## config.mk

```make
export PLATFORM = sky130hd
export DESIGN_NAME = ifetch_ctrl
export DESIGN_NICKNAME = d
export VERILOG_FILES = /design/src/rtl/ifetch_pkg.sv /design/src/rtl/ifetch_fifo.sv /design/src/rtl/ifetch_ctrl.sv
export SDC_FILE = /design/constraint.sdc
export NUM_CORES = 1
export LEC_CHECK = 0
export BUFFER_PORTS_ARGS = -buffer_cell sky130_fd_sc_hd__clkbuf_2
export CAP_MARGIN = 20
export CORE_MARGIN = 4
export CORE_UTILIZATION = 35
export DETAILED_ROUTE_END_ITERATION = 6
export PLACE_DENSITY_LB_ADDON = 0.15
export REMOVE_ABC_BUFFERS = 1
export SLEW_MARGIN = 40
export SYNTH_ARGS = -nofsm -noshare
export SYNTH_HDL_FRONTEND = slang
export SYNTH_HIERARCHICAL = 1
export SYNTH_SLANG_ARGS = --single-unit
export TNS_END_PERCENT = 10
```

## constraint.sdc

```tcl
create_clock -name clk -period 5.3 [get_ports clk]
set_input_delay 0.795 -clock clk [delete_from_list [all_inputs] [get_ports clk]]
set_output_delay 0.795 -clock clk [all_outputs]
set_load 0.05 [all_outputs]
```

## src/rtl/ifetch_pkg.sv

```systemverilog
// Shared types for the instruction-fetch sequencer.
//   state_t : fetch FSM states (IDLE=0, RUN=1, STOP=2)
//   ENTRY_W : width of one prefetch entry {pc, instr}
//   entry_t : packed view of a prefetch entry
package ifetch_pkg;

  typedef enum logic [1:0] {
    ST_IDLE = 2'd0,
    ST_RUN  = 2'd1,
    ST_STOP = 2'd2
  } state_t;

  localparam int ENTRY_W = 64;

  typedef struct packed {
    logic [31:0] pc;
    logic [31:0] instr;
  } entry_t;

endpackage

```

## src/rtl/ifetch_fifo.sv

```systemverilog
// Prefetch FIFO, DEPTH x W, synchronous.
//   push/pop : enqueue din / dequeue head; push while full is accepted only with a pop
//   flush    : empties the FIFO, dominates push and pop
//   full, empty, count : occupancy
//   head     : oldest entry, zero when empty
module ifetch_fifo
  import ifetch_pkg::*;
#(
  parameter int DEPTH = 4,
  parameter int W     = ENTRY_W,
  localparam int PW   = $clog2(DEPTH)
) (
  input  logic          clk,
  input  logic          rst_n,
  input  logic          push,
  input  logic          pop,
  input  logic          flush,
  input  logic [W-1:0]  din,
  output logic          full,
  output logic          empty,
  output logic [PW:0]   count,
  output logic [W-1:0]  head
);

  logic [W-1:0]  mem [DEPTH];
  logic [PW-1:0] wr_ptr, rd_ptr;
  logic          do_push, do_pop;

  assign full    = (count == DEPTH[PW:0]);
  assign empty   = (count == '0);
  assign do_pop  = pop & ~empty;
  assign do_push = push & (~full | do_pop);
  assign head    = empty ? '0 : mem[rd_ptr];

  always_ff @(posedge clk or negedge rst_n) begin
    if (!rst_n) begin
      wr_ptr <= '0;
      rd_ptr <= '0;
      count  <= '0;
    end else if (flush) begin
      wr_ptr <= '0;
      rd_ptr <= '0;
      count  <= '0;
    end else begin
      if (do_push) wr_ptr <= wr_ptr + 1'b1;
      if (do_pop)  rd_ptr <= rd_ptr + 1'b1;
      case ({do_push, do_pop})
        2'b10:   count <= count + 1'b1;
        2'b01:   count <= count - 1'b1;
        default: ;
      endcase
    end
  end

  // Storage needs no reset: count gates every read of it.
  always_ff @(posedge clk) begin
    if (do_push && !flush) mem[wr_ptr] <= din;
  end

endmodule

```

## src/rtl/ifetch_ctrl.sv

```systemverilog
// Instruction-fetch sequencer for a combinational-read word ROM.
//   clk, rst_n        : clock, async active-low reset
//   enable            : fetch allowed (0 pauses pushes, pops continue)
//   redirect_valid/pc : flush prefetch and restart at redirect_pc (low 2 bits dropped)
//   imem_a / imem_rd  : ROM word address (from fetch_pc) / read data
//   inst_valid/ready  : head handshake to the core; inst, inst_pc = head entry
//   stopped           : fetch ran past the ROM (or was redirected outside it)
module ifetch_ctrl
  import ifetch_pkg::*;
#(
  parameter int          AW       = 6,
  parameter int          DEPTH    = 4,
  parameter logic [31:0] PC_RESET = 32'h0000_0000
) (
  input  logic          clk,
  input  logic          rst_n,
  input  logic          enable,
  input  logic          redirect_valid,
  input  logic [31:0]   redirect_pc,
  output logic [AW-1:0] imem_a,
  input  logic [31:0]   imem_rd,
  output logic          inst_valid,
  input  logic          inst_ready,
  output logic [31:0]   inst,
  output logic [31:0]   inst_pc,
  output logic          stopped
);

  localparam int PW = $clog2(DEPTH);

  state_t        state, nstate;
  logic [31:0]   fetch_pc;
  logic          in_range, push, pop, full, empty;
  logic [PW:0]   count;
  entry_t        wr_e, head_e;

  // Anything with bits above the ROM's byte range is past the end; no wrap.
  assign in_range = ((fetch_pc >> (AW + 2)) == 32'd0);
  assign imem_a   = fetch_pc[AW+1:2];
  assign pop      = ~empty & inst_ready;
  assign wr_e     = '{pc: fetch_pc, instr: imem_rd};

  always_comb begin
    nstate = state;
    push   = 1'b0;
    if (redirect_valid) begin
      nstate = enable ? ST_RUN : ST_IDLE;
    end else begin
      case (state)
        ST_IDLE: if (enable) nstate = ST_RUN;
        ST_RUN: begin
          if (!enable)        nstate = ST_IDLE;
          else if (!in_range) nstate = ST_STOP;
          else                push   = ~full | pop;
        end
        ST_STOP: ;
        default: nstate = ST_IDLE;
      endcase
    end
  end

  always_ff @(posedge clk or negedge rst_n) begin
    if (!rst_n) begin
      state    <= ST_IDLE;
      fetch_pc <= PC_RESET;
    end else begin
      state <= nstate;
      if (redirect_valid) fetch_pc <= {redirect_pc[31:2], 2'b00};
      else if (push)      fetch_pc <= fetch_pc + 32'd4;
    end
  end

  ifetch_fifo #(.DEPTH(DEPTH), .W(ENTRY_W)) u_fifo (
    .clk   (clk),
    .rst_n (rst_n),
    .push  (push),
    .pop   (pop),
    .flush (redirect_valid),
    .din   (wr_e),
    .full  (full),
    .empty (empty),
    .count (count),
    .head  (head_e)
  );

  assign inst_valid = (count != '0);
  assign inst       = head_e.instr;
  assign inst_pc    = head_e.pc;
  assign stopped    = (state == ST_STOP);

endmodule

```

==> reports/results.ini <==
[synthesis]
ys_warn_count=6
synth-edff-count=256
synth_flop_cell=edfxtp_1
seq_area_frac_synth_pct=73.76
yosys_register_bits=295
yosys.area.top_type=edfxtp_1
async_reset_ff_share_pct=13.22
synth_top_area_share_pct=65.45
netlist_area_um2=11750
yosysMostFrequentCell=edfxtp_1
synth_cell_type_count=50
synthTopCellsByArea=edfxtp_1, mux4_2, dfrtp_1, nor2b_1, mux2_2
syn_avg_cell_area_um2=19.64
postSynthCellCount=598
synth_common_cells=edfxtp_1, nor2b_1, mux4_2

[timing]
period_minus_slack_ns=3.867
slew_viol_final=0
hold_violations=0
finalSetupViolCount=0
setup_slack_ns=1.433
relSlewSlack_pct=58.15
worstMarginPinSlew_ns=0.6278
fmax_mhz=258.6
fin_crit_sh_pct=72.96
grt_setup_unrepaired=false
skew_ns=0.01550

[outcome]
run_status=finished, final reports clean

[pwr]
p_leak_nw=4.767
power.density_nw_per_um2=342.6
p_total_mw=4.812
ir_worst_vdd_mv=0.2065

[layout]
drive_gt1_share_pct=38.11
seq_area_um2=8671
fillCellCount=2936
syn_to_final_growth_pct=19.59
final_area_um2=14050
multi_input_area_um2=2856
nNetsFinal=833
diodes=0

[floorplanning]
fp.coreArea_um2=32780
rows=66
io_pins=141
die_w_um=191.2
dieArea_um2=36550
start_util_pct=35.83
die_h_um=191.2

[grt]
grt_pass1_vias=6476
grt_usage_pct=13.47
grt_max_degree=66
grt_overflow=0
grt_pass1_wl_um=37870
antenna_found_initial=0

[critical_path]
arrival_ns=4.07
r2r_slack_ns=1.43
critPathKind=flop to flop
startpoint=fetch_pc[28]
critPathRequiredTime_ns=5.50
cp_max_fo=35
worstSetupEndpoint=u_fifo/mem[1][21]
reg2reg_to=u_fifo/mem[1][21]
r2r_start=fetch_pc[28]
crit_path_end_kind=flop
cp-start-kind=flop
rr_worst_depth=8

[cts]
h-tree-depth=2
cts_buffers=34
cts_resized=0
cts_tree=done
clockBufferDepth=3
clkSinkCount=295
holdBufCountCts=0
postCtsSetupBuffers=0
clk_pin_slew_ns=0.06
root_buffer=clkbuf_16
clock_latency_ns=0.51

[run]
maxCapViolCount=0

[route]
vias=5988
first_pass_iters=4
wl_um=24450
drtIter0Drc=443
routedWlPerCell_um=19.98
vias_per_cell=4.892
drcViolationCount=0
antenna_left=0

[placement]
pre_cts_slack_ns=1.336
place_area_um2=13040
gp_congestion=0.7813
io_buffers=138
hpwlAfterDp_um=15140

[worst_hold_path]
min_path_type=input pin to asynchronous set/reset pin

==> report_power, final <==
| group | total (mW) | switching [mW] | internal, mW |
|---|---|---|---|
| Sequential | 2.60 | 0.0409 | 2.56 |
| Clock | 2.10 | 0.864 | 1.23 |
| Combinational | 0.111 | 0.0658 | 0.0454 |
==> placed cells by master, fill, tap and decap left out, types with 9 or more instances in the layout <==
master,count
clkbuf_2,138
nor2b_1,66
mux4_2,64
mux2_2,23
nor2_1,13
inv_1,9
dfrtp_1,37
edfxtp_1,256
clkbuf_1,10
clkbuf_16,35
==> metal layers <==
layer,track usage (%),vias up,share of wire [%]
met5,0,-,0
met4,3.204,0,1.8
met3,3.013,40,5.7
met2,21.52,158,48
met1,19.01,3091,45
li1,-,2699,-
==> worst min-delay path by stage <==
stage                         from               end  slack [ns]  cells past startpoint
after floorplan           state[0]          state[0]        0.46                      1
after global placement    state[0]          state[0]        0.48                      1
after detailed placement  state[0]          state[0]        0.50                      1
after CTS                    rst_n      fetch_pc[17]        0.38                      2
after global routing         rst_n  u_fifo/rd_ptr[1]        0.42                      2
final                        rst_n      fetch_pc[17]        0.38                      2
==> metrics by stage <==
stage | cells | utilization (%) | TNS [ns] | hold slack [ns]
after floorplan | 567 | - | -330.57 | 0.4569
after global placement | 1160 | 39.51 | 0 | 0.4828
after detailed placement | 1164 | 39.76 | 0 | 0.4977
after CTS | 1224 | 42.84 | 0 | 0.3782
after global routing | 1224 | 42.84 | 0 | 0.4205
final | 1224 | 42.84 | 0 | 0.3773
==> logic make-up (layout without fill, tap and decap cells) <==
| kind of cell | Yosys count | count (layout) | share of synthesized area [%] |
|---|---|---|---|
| flops | 295 | 295 | 73.76 |
| simple gates | 121 | 121 | 6.339 |
| mux | 88 | 88 | 14.56 |
| buf+inv | 47 | 224 | 2.269 |
| compound gates | 38 | 38 | 2.184 |
| fa+ha+maj | 6 | 6 | 0.7031 |
| xor+xnor | 2 | 2 | 0.1492 |
| other cells | 1 | 8 | 0.03193 |
==> sequential cells by signal, summed over array words and instances (netlist names) <==
| register | flops |
|---|---|
| u_fifo/count | 3 |
| u_fifo/mem | 256 |
| u_fifo/rd_ptr | 2 |
| u_fifo/wr_ptr | 2 |
| state | 2 |
| fetch_pc | 30 |
==> final cells by class <==
cell class / count / area share (%)
inverters: 9 / 0.2405
multi-input cells: 263 / 20.34
flip-flops and latches: 295 / 61.73
repair buffers: 155 / 6.565
clock inverters: 14 / 0.5879
clock buffers: 46 / 6.601
well taps: 442 / 3.937
==> critical path, cell delays in order, from the launching register on <==
cell and delay, ns:
dfrtp_1 0.43, nor4_1 0.56, nand4_1 0.55, nor3_1 0.33
buf_4 0.20, inv_1 0.12, nor3_1 0.41, and2_4 0.64
buf_4 0.32
Power figures use the tool's default switching activity.
